===== config.mk =====
export PLATFORM = sky130hd
export DESIGN_NAME = vga_timing_gen
export DESIGN_NICKNAME = d
export VERILOG_FILES = /design/src/rtl/vga_timing_gen.sv
export SDC_FILE = /design/constraint.sdc
export NUM_CORES = 1
export LEC_CHECK = 0
export ABC_AREA = 1
export CORE_UTILIZATION = 51
export DETAILED_ROUTE_END_ITERATION = 7
export GPL_ROUTABILITY_DRIVEN = 0
export MAX_ROUTING_LAYER = met4
export PLACE_DENSITY = 0.83
export RECOVER_POWER = 50
export SLEW_MARGIN = 15
export SYNTH_ARGS = -nofsm -noshare
export SYNTH_HDL_FRONTEND = slang
export SYNTH_SLANG_ARGS = --single-unit

===== constraint.sdc =====
create_clock -name CLK -period 1.8 [get_ports CLK]
set_input_delay 0.45 -clock CLK [delete_from_list [all_inputs] [get_ports CLK]]
set_output_delay 0.45 -clock CLK [all_outputs]
set_load 0.01 [all_outputs]

===== src/rtl/vga_timing_gen.sv =====
// Parametrised VGA raster timing generator: sync, data-enable and pixel coordinates.
// Optional 16-bit frame counter output is enabled by defining VGA_TIMING_FRAME_CNT_EN.
module vga_timing_gen #(
  parameter int unsigned H_ACTIVE   = 640,
  parameter int unsigned H_FP       = 16,
  parameter int unsigned H_SYNC_W   = 96,
  parameter int unsigned H_BP       = 48,
  parameter int unsigned V_ACTIVE   = 480,
  parameter int unsigned V_FP       = 10,
  parameter int unsigned V_SYNC_W   = 2,
  parameter int unsigned V_BP       = 33,
  parameter bit          H_SYNC_POL = 1'b0,
  parameter bit          V_SYNC_POL = 1'b0,
  parameter int unsigned H_CNT_W    = 10,
  parameter int unsigned V_CNT_W    = 10
) (
  input  logic               CLK,
  input  logic               RST,
  input  logic               PIX_EN,
  output logic               H_SYNC,
  output logic               V_SYNC,
  output logic               DE,
  output logic [H_CNT_W-1:0] PIX_X,
  output logic [V_CNT_W-1:0] PIX_Y,
  output logic               LINE_START,
  output logic               FRAME_START
`ifdef VGA_TIMING_FRAME_CNT_EN
  ,
  output logic [15:0]        FRAME_CNT
`endif
);

  localparam int unsigned HTotal     = H_ACTIVE + H_FP + H_SYNC_W + H_BP;
  localparam int unsigned VTotal     = V_ACTIVE + V_FP + V_SYNC_W + V_BP;
  localparam int unsigned HSyncStart = H_ACTIVE + H_FP;
  localparam int unsigned HSyncEnd   = HSyncStart + H_SYNC_W;
  localparam int unsigned VSyncStart = V_ACTIVE + V_FP;
  localparam int unsigned VSyncEnd   = VSyncStart + V_SYNC_W;

  // Reject zero-sized regions and totals that overflow their counters.
  if (H_ACTIVE == 0 || H_FP == 0 || H_SYNC_W == 0 || H_BP == 0 ||
      H_CNT_W == 0 || H_CNT_W > 31 || HTotal > (32'd1 << H_CNT_W)) begin : gen_h_cfg_err
    $error("vga_timing_gen: invalid horizontal configuration");
  end
  if (V_ACTIVE == 0 || V_FP == 0 || V_SYNC_W == 0 || V_BP == 0 ||
      V_CNT_W == 0 || V_CNT_W > 31 || VTotal > (32'd1 << V_CNT_W)) begin : gen_v_cfg_err
    $error("vga_timing_gen: invalid vertical configuration");
  end

  // Back porch is at least one, so every boundary below fits the counter width.
  localparam logic [H_CNT_W-1:0] HMax    = H_CNT_W'(HTotal - 1);
  localparam logic [H_CNT_W-1:0] HAct    = H_CNT_W'(H_ACTIVE);
  localparam logic [H_CNT_W-1:0] HSyncLo = H_CNT_W'(HSyncStart);
  localparam logic [H_CNT_W-1:0] HSyncHi = H_CNT_W'(HSyncEnd);
  localparam logic [V_CNT_W-1:0] VMax    = V_CNT_W'(VTotal - 1);
  localparam logic [V_CNT_W-1:0] VAct    = V_CNT_W'(V_ACTIVE);
  localparam logic [V_CNT_W-1:0] VSyncLo = V_CNT_W'(VSyncStart);
  localparam logic [V_CNT_W-1:0] VSyncHi = V_CNT_W'(VSyncEnd);

  logic [H_CNT_W-1:0] h_q, h_d;
  logic [V_CNT_W-1:0] v_q, v_d;
  logic               de_q, de_d;
  logic               h_sync_q, h_sync_d;
  logic               v_sync_q, v_sync_d;
  logic               line_start_q, line_start_d;
  logic               frame_start_q, frame_start_d;

  always_comb begin
    h_d = h_q;
    v_d = v_q;
    if (PIX_EN) begin
      if (h_q == HMax) begin
        h_d = '0;
        v_d = (v_q == VMax) ? '0 : v_q + 1'b1;
      end else begin
        h_d = h_q + 1'b1;
      end
    end
  end

  // Outputs decode the next count so they line up with PIX_X/PIX_Y after the edge.
  always_comb begin
    de_d          = (h_d < HAct) && (v_d < VAct);
    h_sync_d      = ((h_d >= HSyncLo) && (h_d < HSyncHi)) ? H_SYNC_POL : ~H_SYNC_POL;
    v_sync_d      = ((v_d >= VSyncLo) && (v_d < VSyncHi)) ? V_SYNC_POL : ~V_SYNC_POL;
    line_start_d  = PIX_EN && (h_q == HMax);
    frame_start_d = PIX_EN && (h_q == HMax) && (v_q == VMax);
  end

  always_ff @(posedge CLK) begin
    if (RST) begin
      h_q           <= HMax;
      v_q           <= VMax;
      de_q          <= 1'b0;
      h_sync_q      <= ~H_SYNC_POL;
      v_sync_q      <= ~V_SYNC_POL;
      line_start_q  <= 1'b0;
      frame_start_q <= 1'b0;
    end else begin
      h_q           <= h_d;
      v_q           <= v_d;
      de_q          <= de_d;
      h_sync_q      <= h_sync_d;
      v_sync_q      <= v_sync_d;
      line_start_q  <= line_start_d;
      frame_start_q <= frame_start_d;
    end
  end

  assign PIX_X       = h_q;
  assign PIX_Y       = v_q;
  assign DE          = de_q;
  assign H_SYNC      = h_sync_q;
  assign V_SYNC      = v_sync_q;
  assign LINE_START  = line_start_q;
  assign FRAME_START = frame_start_q;

`ifdef VGA_TIMING_FRAME_CNT_EN
  logic [15:0] frame_cnt_q, frame_cnt_d;

  always_comb begin
    frame_cnt_d = frame_cnt_q;
    if (frame_start_d) begin
      frame_cnt_d = frame_cnt_q + 16'd1;
    end
  end

  always_ff @(posedge CLK) begin
    if (RST) begin
      frame_cnt_q <= 16'd0;
    end else begin
      frame_cnt_q <= frame_cnt_d;
    end
  end

  assign FRAME_CNT = frame_cnt_q;
`endif

endmodule

==> results by group, run 1 <==
Routing
  – Total via count in the routed design: between 1.5k and 2k
  – Number of routed nets with antenna violations: 0
  – Initial DRC Count: 58
  – Routed wire length per instance: 13.2 um
  – First drt pass iteration count: 6
  – Remaining DRCs: 0
  – Vias/cell: between 5 and 6
  – Routed wire length: between 4 and 5 mm

Finish
  – Total area of multi-input combinational cells: approximately 830 um^2
  – Area overhead of the layout relative to synthesis: 43.1%
  – Antenna diode count: 0
  – Final net count: just under 300
  – Most common cell after layout, fill and taps aside: nand2_1
  – Most used cells in the layout excluding fill and tap cells: 54 x nand2_1, 33 x nor2_1, 32 x buf_4, 31 x inv_1, 23 x clkdlybuf4s50_1
  – Filler cell count: approximately 200
  – Post-layout instance count excluding filler cells: 313
  – Share of final-layout standard cells stronger than drive strength 1: 0.240
  – Post-route core utilization: 0.801
  – Fin area: 0.00208 mm^2
  – Flip-flop and latch area: 514 um^2

Power and ir drop
  – Tot Pwr: between 1.5 and 2 mW
  – Total power per unit cell area: roughly 840 mW/mm^2
  – Leak: between 0.9 and 1 nW
  – Worst IR drop on VDD: around 630 uV

Global routing
  – Vias in the first global route: 1574
  – Global-route congestion overflow total: 0
  – Largest net degree at the start of global routing: 14
  – Initial antenna violation count: 0
  – GRT Util Overall: 0.274
  – First-pass GRT wire length: about 6.7 mm

Timing
  – Post-route clock skew: between 5 and 6 ps
  – Final setup margin: between 40 and 50 ps
  – Count of final hold-check violations: 0
  – Transition time of the tightest slew-check pin: around 280 ps
  – Total setup violations reported at the end of the flow: 0
  – Period minus WS final: approximately 1800 ps
  – Portion of the clock cycle consumed by the worst path in the final layout: 0.973
  – RSZ-0062 raised after global routing: true
  – Max frequency: 571 MHz
  – Total count of max-transition violations in the final report: 0
  – Slew Limit Headroom: 0.812

Floorplanning
  – Die Width: 55.3 um
  – Ports: 28
  – Core Box Area: roughly 0.0026 mm^2
  – Total die area: approximately 0.0031 mm^2
  – FP Rows: 18
  – Vertical die dimension: ~55 um
  – Effective utilization at floorplan: 0.560

Yosys
  – Post-Synth XOR/XNOR Area: 0.0121
  – Count of unique library cells instantiated by Yosys: 30
  – Post-synthesis cell area: 0.00145 mm^2
  – Part of the Yosys area used for sequential elements: 0.345
  – Instance count of the mapped netlist: 221
  – Post-synthesis sequential element count: 25
  – Net count after synthesis: between 200 and 250
  – Dominant combinational cell family by area after synthesis: simple AND/OR/NAND/NOR gates
  – Share of the synthesized area in the top cell type: 0.345
  – Area leader, netlist: dfxtp_1
  – Basic-gate share of the synthesized area counting and, or, nand and nor cells: 0.447
  – Adder and majority cell fraction of the synthesized area: 0.0259
  – Cell types with the largest area share after synthesis: dfxtp_1 35%, nand2_1 14%, nor2_1 9.1%
  – Complex-gate fraction of the synthesized area: 0.0716
  – Total number of yosys warnings: 0
  – Top FF cell, synth: dfxtp_1
  – Fraction of registers with async set/reset: 0
  – Mean cell area of the mapped netlist: roughly 6.6 um^2
  – Proportion of synthesized area in mux cells: 0
  – Number of synthesized flops with an enable pin: 0

Critical path
  – CP Capture Type: flip-flop
  – Critical path class: reg2reg
  – CP delay by family, top: simple AND/OR/NAND/NOR gates
  – Crit path cell chain: ha_4 -> nand2_2 -> nor2_4 -> nand2_4 -> nor2_8 -> nand2_4 -> nor2_4 -> nand2_1 -> nand2_2 -> nand3_1 -> nor2_1 -> nand3_1
  – Number of buffer and inverter instances along the worst setup path: 0
  – Critical-path maximum fanout: 6
  – Critical Path Start Type: flip-flop
  – Arrival time at the worst endpoint: ~2000 ps
  – Cell type of the slowest stage on the worst timing path: dfxtp_2
  – Worst path max stage delay: between 300 and 400 ps
  – Data required time at the worst endpoint: between 2000 and 2500 ps

Placement
  – # port buffers: 27
  – Final HPWL DP: 3.03 mm
  – Area after DPL: ~0.002 mm^2
  – Dpl cells: 305
  – Worst setup slack before clock tree synthesis: -274 ps

Clocking
  – Clock latency on the worst-skew pair: ~320 ps
  – TritonCTS clock tree: yes
  – Post-CTS Hold Fix Bufs: 0
  – Total number of H-tree levels: 1
  – Clock net sink count: 25
  – CTS Buffer Depth: 2
  – Clock slew at the register clock pins of the worst setup and hold paths: 140 ps
  – Total clock buffers created by CTS: 3
  – CTS root buffer: clkbuf_4

Worst hold path
  – Path category of the worst min-delay check: reg2reg

Run
  – Max-cap violations: 0

Run status
  – Result of the run: complete, no violations
-- worst reg2reg max path: stages (launching register included) --
cell     delay [ps]
dfxtp_2         380
ha_4            150
nand2_2          80
nor2_4          140
nand2_4          90
nor2_8          160
nand2_4         120
nor2_4          110
nand2_1          70
nand2_2          70
nand3_1          80
nor2_1          120
nand3_1          80
-- worst paths after layout --
check           start  endpoint  slack, ps  cells after the start
max          PIX_X[1]    V_SYNC         50                     12
min reg2reg  PIX_Y[1]  PIX_Y[1]        560                      2
max reg2reg  PIX_X[1]    V_SYNC         50                     12
min          PIX_Y[1]  PIX_Y[1]        560                      2
-- flip-flops by register name (all words and copies together) (netlist names) --
| signal | cells |
|---|---|
| PIX_X | 10 |
| PIX_Y | 10 |
| DE | 1 |
| FRAME_START | 1 |
| H_SYNC | 1 |
| LINE_START | 1 |
| V_SYNC | 1 |
-- what timing repair did --
item / in CTS / in global routing
gates cloned: 0 / 0
resized for setup: 6 / 19
setup endpoints to repair: 6 / 13
buffers inserted: 0 / 4
pin swaps: 0 / 6
-- layout make-up --
type                            instances  share of cell area
Clock buffer                            4              0.0127
Inverter                               35              0.0633
Multi-Input combinational cell        159               0.402
Sequential cell                        25               0.248
Tap cell                               30              0.0181
Timing Repair Buffer                   60               0.256
-- per-stage QoR --
stage	TNS, ps	hold slack [ps]
4_1_cts	0	580
5_1_grt	-261	581
3_5_place_dp	-1840	559
3_3_place_gp	-1260	537
6_report	0	558
2_1_floorplan	0	519
-- where the power goes --
group / switching (mW) / internal, mW / total [mW]
logic: 0.443 / 0.381 / 0.824
clock network: 0.168 / 0.0866 / 0.255
registers: 0.0486 / 0.610 / 0.659
-- cell families (layout without fill, tap and decap cells) --
logic type      count (synthesis)  count (layout)
simple gates                  136             136
fa+ha+maj                       3               3
buf+inv                        37              99
xor+xnor                        2               2
compound gates                 18              18
flops                          25              25
-- routing by layer --
layer	GRT usage	vias up	share of wire
li1	-	821	-
met5	-	-	0
met1	0.345	768	0.42
met3	0.0351	22	0.075
met4	0.104	0	0.037
met2	0.446	81	0.46
-- cell usage after synthesis, types with 2 or more instances --
library cell / instances
a21oi_1: 4
dfxtp_1: 25
ha_1: 3
inv_1: 32
inv_2: 2
nand2_1: 56
nand2_2: 2
nand2_4: 2
nand3_1: 19
nand3b_1: 2
nand4_1: 7
nor2_1: 35
nor2_2: 2
nor2_4: 3
nor3_1: 5
o21ai_0: 8
Note: power is estimated with default switching activity, not from simulation.
==> inputs of run 2 (changes only) <==
--- a/config.mk
+++ b/config.mk
@@ -6,6 +6,7 @@
 export NUM_CORES = 1
 export LEC_CHECK = 0
 export ABC_AREA = 1
+export CORE_MARGIN = 5
 export CORE_UTILIZATION = 51
 export DETAILED_ROUTE_END_ITERATION = 7
 export GPL_ROUTABILITY_DRIVEN = 0
==> results by group, run 2 (synthesis results as in run 1) <==
Finish
  – Area overhead of the layout relative to synthesis: 42.5%
  – Flip-flop and latch area: 529 um^2 (+2.9%)
  – Final net count: 287 (-1.0%)
  – Fin area: 0.00207 mm^2 (-0.48%)
  – Most common cell after layout, fill and taps aside: nand2_1
  – Filler cell count: 207 (+6.2%)
  – Antenna diode count: 0 (unchanged)
  – Most used cells in the layout excluding fill and tap cells: 55 x nand2_1, 33 x nor2_1, 32 x inv_1, 28 x buf_4, 22 x clkdlybuf4s50_1
  – Post-route core utilization: 0.756 (-0.0458)
  – Share of final-layout standard cells stronger than drive strength 1: 0.239 (-0.000997)
  – Total area of multi-input combinational cells: 837 um^2 (+0.30%)

Clocking
  – TritonCTS clock tree: yes
  – Total number of H-tree levels: 1 (unchanged)
  – Clock net sink count: 25 (unchanged)
  – CTS root buffer: clkbuf_4
  – CTS Buffer Depth: 2 (unchanged)
  – Clock slew at the register clock pins of the worst setup and hold paths: 140 ps (about the same)
  – Total clock buffers created by CTS: 3 (unchanged)
  – Clock latency on the worst-skew pair: 320 ps (about the same)

Critical path
  – Cell depth of the worst setup path: 1 (-11)
  – CP Capture Type: output pin
  – Worst reg-to-reg path cell count: 13 (+1)
  – Worst setup path start: PIX_Y[4]
  – CP delay by family, top: buffers and inverters
  – Critical Path Start Type: flip-flop
  – Number of buffer and inverter instances along the worst setup path: 1 (+1)
  – Worst path max stage delay: 570 ps (+190 ps)
  – Cell type of the slowest stage on the worst timing path: clkdlybuf4s50_1
  – Crit path cell chain: clkdlybuf4s50_1
  – Critical path class: reg2out
  – Arrival time at the worst endpoint: 1310 ps (-660 ps)
  – Critical-path maximum fanout: 7 (+1)
  – Crit path to: PIX_Y[4]
  – Data required time at the worst endpoint: 1350 ps (-670 ps)
  – Flop2flop setup slack: 80 ps (+30 ps)
  – Worst flop-to-flop path endpoint: DE
  – RR Startpoint: PIX_X[1]

Power and ir drop
  – Comb power frac: 0.461 (-0.013)
  – Sequential group share of total power: 0.387 (+0.008)
  – Leak: 0.982 nW (-0.62%)
  – Switching pwr: 0.651 mW (-1.4%)
  – Int Pwr: 1.05 mW (-2.6%)
  – Switching power share of the total: 0.383 (+0.00283)
  – Part of the power in the clock network: 0.153 (+0.006)
  – Worst IR drop on VDD: 656 uV (+4.5%)
  – Total power per unit cell area: 823 mW/mm^2 (-1.6%)

Routing
  – Total via count in the routed design: 1587 (-6.2%)
  – Remaining DRCs: 0 (unchanged)
  – Routed wire length per instance: 12.5 um (-5.7%)
  – Number of routed nets with antenna violations: 0 (unchanged)
  – Vias/cell: 5.10 (-5.6%)
  – Initial DRC Count: 101 (+74%)
  – First drt pass iteration count: 6 (unchanged)
  – Routed wire length: 3.88 mm (-6.3%)

Floorplanning
  – Total die area: 0.00401 mm^2 (+31%)
  – Core Box Area: 0.00273 mm^2 (+5.6%)
  – Ports: 28 (unchanged)
  – FP Rows: 19 (+1)
  – Effective utilization at floorplan: 0.530 (-0.0295)
  – Die Width: 63.3 um (+14%)
  – Vertical die dimension: 63.3 um (+14%)

Timing
  – Total count of max-transition violations in the final report: 0 (unchanged)
  – Portion of the clock cycle consumed by the worst path in the final layout: 0.979 (+0.00620)
  – Period minus WS final: 1760 ps (+11.2 ps)
  – Total setup violations reported at the end of the flow: 0 (unchanged)
  – RSZ-0062 raised after global routing: true
  – Count of final hold-check violations: 0 (unchanged)
  – Max frequency: 567 MHz (-0.63%)
  – Transition time of the tightest slew-check pin: 382 ps (+102 ps)
  – Post-route clock skew: 1.82 ps (-3.35 ps)
  – Slew Limit Headroom: 0.745 (-0.0669)
  – Final setup margin: 37.2 ps (-11.2 ps)
  – Final-layout worst hold slack: 533 ps (-25.7 ps)

Placement
  – Worst setup slack before clock tree synthesis: -229 ps (+44.9 ps)
  – Final HPWL DP: 2.99 mm (-1.4%)
  – # port buffers: 27 (unchanged)
  – Area after DPL: 0.00197 mm^2 (about the same)

Run
  – Max-cap violations: 0 (unchanged)

Global routing
  – Vias in the first global route: 1467 (-6.8%)
  – GRT Util Overall: 0.205 (-0.0690)
  – Global-route congestion overflow total: 0 (unchanged)
  – First-pass GRT wire length: 6.52 mm (-2.4%)
  – Largest net degree at the start of global routing: 15 (+1)
  – Initial antenna violation count: 0 (unchanged)

Worst hold path
  – Hold Crit Start: PIX_Y[1]
  – Path category of the worst min-delay check: reg2reg

Run status
  – Result of the run: complete, no violations
run 2: final cells by class:
cell class	instances	share of cell area
multi-input combinational	159	0.405
sequential	25	0.256
timing repair buffer	57	0.243
inverter	35	0.0636
tap	31	0.0188
clock buffer	3	0.0109
clock inverter	1	0.00242
run 2: timing repair:
item                                    in CTS  in global routing
endpoints found under the setup margin       7                 16
buffers inserted                             0                  1
pin swaps                                    0                  8
resized for setup                            8                 23
hold buffers                                 0                  0
run 2: power by group through the flow:
stage	Combinational, mW	Clock, mW	Sequential, mW
after floorplan	0.397	0	0.686
after global placement	0.726	0	0.661
after detailed placement	0.743	0	0.664
after CTS	0.745	0.270	0.655
after global routing	0.857	0.297	0.666
final	0.783	0.260	0.657
run 2: worst min-delay path by stage:
stage                       endpoint  depth (start not counted)
after floorplan           LINE_START                          1
final                       PIX_Y[1]                          2
after global placement      PIX_Y[1]                          2
after detailed placement    PIX_Y[1]                          2
after CTS                   PIX_Y[1]                          2
after global routing        PIX_Y[1]                          2
run 2: per-stage QoR:
step | std cells | TNS, ps | power [mW]
6_report | 311 | 0 | 1.70
5_1_grt | 311 | -182 | 1.82
2_1_floorplan | 221 | 0 | 1.08
3_5_place_dp | 306 | -1470 | 1.41
3_3_place_gp | 306 | -1220 | 1.39
4_1_cts | 310 | 0 | 1.67
run 2: layer usage:
metal	GRT usage	wire (um)	vias to the layer above
li1	-	-	821
met1	0.263	1740	716
met2	0.324	1870	46
met3	0.0373	228	4
met4	0.0649	33	0
met5	-	0	-
==> inputs of run 3 (changes only) <==
--- a/config.mk
+++ b/config.mk
@@ -7,11 +7,13 @@
 export LEC_CHECK = 0
 export ABC_AREA = 1
 export CORE_MARGIN = 5
-export CORE_UTILIZATION = 51
+export CORE_UTILIZATION = 55
 export DETAILED_ROUTE_END_ITERATION = 7
+export DONT_BUFFER_PORTS = 1
 export GPL_ROUTABILITY_DRIVEN = 0
+export HOLD_SLACK_MARGIN = 0.06
 export MAX_ROUTING_LAYER = met4
-export PLACE_DENSITY = 0.83
+export PLACE_DENSITY = 0.74
 export RECOVER_POWER = 50
 export SLEW_MARGIN = 15
 export SYNTH_ARGS = -nofsm -noshare
==> results by group, run 3 (synthesis results as in run 1) <==
Run status
  – Result of the run: complete, no violations

Timing
  – Total setup violations reported at the end of the flow: 0 (unchanged)
  – Transition time of the tightest slew-check pin: 360 ps (-21.4 ps)
  – Portion of the clock cycle consumed by the worst path in the final layout: 0.944 (-0.0357)
  – Final setup margin: 101 ps (+64.3 ps)
  – Period minus WS final: 1700 ps (-64.3 ps)
  – Post-route clock skew: 11.5 ps (+9.65 ps)
  – Total count of max-transition violations in the final report: 0 (unchanged)
  – Count of final hold-check violations: 0 (unchanged)
  – Final-layout worst hold slack: 169 ps (-364 ps)
  – Max frequency: 589 MHz (+3.8%)
  – RSZ-0062 raised after global routing: true
  – Slew Limit Headroom: 0.759 (+0.0134)

Critical path
  – Arrival time at the worst endpoint: 1920 ps (+610 ps)
  – Worst setup path start: PIX_X[1]
  – Critical path class: reg2reg
  – CP Capture Type: flip-flop
  – Worst reg-to-reg path cell count: 10 (-3)
  – Flop2flop setup slack: 100 ps (+20 ps)
  – Data required time at the worst endpoint: 2020 ps (+670 ps)
  – Critical-path maximum fanout: 5 (-2)
  – Critical Path Start Type: flip-flop
  – RR Startpoint: PIX_X[1]

Placement
  – Final HPWL DP: 2.69 mm (-10%)
  – Area after DPL: 0.00157 mm^2 (-20%)
  – # port buffers: 0 (-100%)
  – Worst setup slack before clock tree synthesis: 13.1 ps (+242 ps)

Routing
  – Routed wl met3: 282 um (+24%)
  – Routed wire length per instance: 12.8 um (+2.6%)
  – Met2 routed WL: 1.50 mm (-20%)
  – Vias/cell: 5.28 (+3.4%)
  – Total via count in the routed design: 1420 (-11%)
  – First drt pass iteration count: 5 (-1)
  – Highest routed metal layer: met4
  – Initial DRC Count: 73 (-28%)
  – Routed wire length: 3.44 mm (-11%)
  – Number of routed nets with antenna violations: 0 (unchanged)
  – Remaining DRCs: 0 (unchanged)
  – Routed metal-1 wirelength: 1.58 mm (-9.4%)

Clocking
  – Clock latency on the worst-skew pair: 330 ps (about the same)
  – CTS root buffer: clkbuf_4
  – TritonCTS clock tree: yes
  – Total clock buffers created by CTS: 3 (unchanged)
  – Clock slew at the register clock pins of the worst setup and hold paths: 140 ps (about the same)
  – Total number of H-tree levels: 1 (unchanged)
  – Clock net sink count: 25 (unchanged)
  – CTS Buffer Depth: 2 (unchanged)

Finish
  – Share of final-layout standard cells stronger than drive strength 1: 0.213 (-0.0259)
  – Area overhead of the layout relative to synthesis: 16.0%
  – Final net count: 246 (-14%)
  – Filler cell count: 251 (+21%)
  – Total area of multi-input combinational cells: 855 um^2 (+2.1%)
  – Most common cell after layout, fill and taps aside: nand2_1
  – Fin area: 0.00168 mm^2 (-19%)
  – Antenna diode count: 0 (unchanged)
  – Flip-flop and latch area: 510 um^2 (-3.5%)
  – Most used cells in the layout excluding fill and tap cells: 54 x nand2_1, 32 x nor2_1, 30 x inv_1, 19 x nand3_1, 17 x dfxtp_1

Worst hold path
  – Worst hold path stage count: 1 (-1)
  – Path category of the worst min-delay check: in2reg
  – Hold Crit Start: RST

Floorplanning
  – FP Rows: 18 (-1)
  – Total die area: 0.00376 mm^2 (-6.1%)
  – Core Box Area: 0.00250 mm^2 (-8.6%)
  – Vertical die dimension: 61.4 um (-3.1%)
  – Effective utilization at floorplan: 0.580 (+0.0496)
  – Die Width: 61.4 um (-3.1%)
  – Ports: 28 (unchanged)

Power and ir drop
  – Worst IR drop on VDD: 594 uV (-9.5%)
  – Total power per unit cell area: 905 mW/mm^2 (+10%)
  – Leak: 0.786 nW (-20%)

Global routing
  – First-pass GRT wire length: 5.88 mm (-9.8%)
  – Vias in the first global route: 1306 (-11%)
  – Global-route congestion overflow total: 0 (unchanged)
  – Largest net degree at the start of global routing: 15 (unchanged)
  – Initial antenna violation count: 0 (unchanged)
  – GRT Util Overall: 0.217 (+0.0123)

Run
  – Max-cap violations: 0 (unchanged)
-- run 3: cell types whose count changed in the layout (fill, tap and decap cells not counted), sizes merged --
cell           delta
dlymetal6s2s      -3
dlygate4sd2       -1
clkbuf            -1
buf              -13
clkdlybuf4s50    -22
dlygate4sd3       -1
-- run 3: cell type report --
type / instances / area share
multi-input cells: 159 / 0.508
flip-flops and latches: 25 / 0.304
inverters: 35 / 0.0781
repair buffers: 16 / 0.0714
well taps: 30 / 0.0223
clock buffers: 3 / 0.0134
clock inverters: 1 / 0.00298
-- run 3: power breakdown --
part	switching, mW	leakage [nW]	internal, mW
registers	0.0614	0.203	0.611
logic	0.380	0.565	0.218
clock network	0.168	0.0177	0.0834
-- run 3: through the flow --
step | utilization | total power, mW | cells | TNS (ps)
final | 0.673 | 1.52 | 269 | 0
after global routing | 0.673 | 1.64 | 269 | -23.2
after CTS | 0.647 | 1.48 | 267 | 0
after detailed placement | 0.630 | 1.22 | 262 | 0
after global placement | 0.630 | 1.21 | 262 | 0
after floorplan | - | 1.08 | 221 | 0
-- run 3: path summary, 6_finish.rpt --
check | endpoint
worst max-delay path | V_SYNC
worst max register to register | V_SYNC
worst min register to register | PIX_Y[1]
worst min-delay path | LINE_START
-- run 3: layer usage --
metal	up-vias	global-route usage
met2	53	0.331
li1	735	-
met1	623	0.271
met4	0	0.0939
met3	9	0.0545
met5	-	-
-- run 3: critical path, stage by stage (launching register included) --
cell and delay [ps]:
dfxtp_2 380, ha_4 160, nand2_4 60, nor2_4 120, nand2_4 90, nor3_4 260, nand2_1 130, nand2_1 110
nor2_1 50, nor2_2 140, nand3_1 80
-- run 3: timing repair --
item	in CTS	in global routing
hold buffers	0	0
pin swaps	1	10
setup buffers	1	2
setup endpoints to repair	1	5
gates resized for setup	2	21
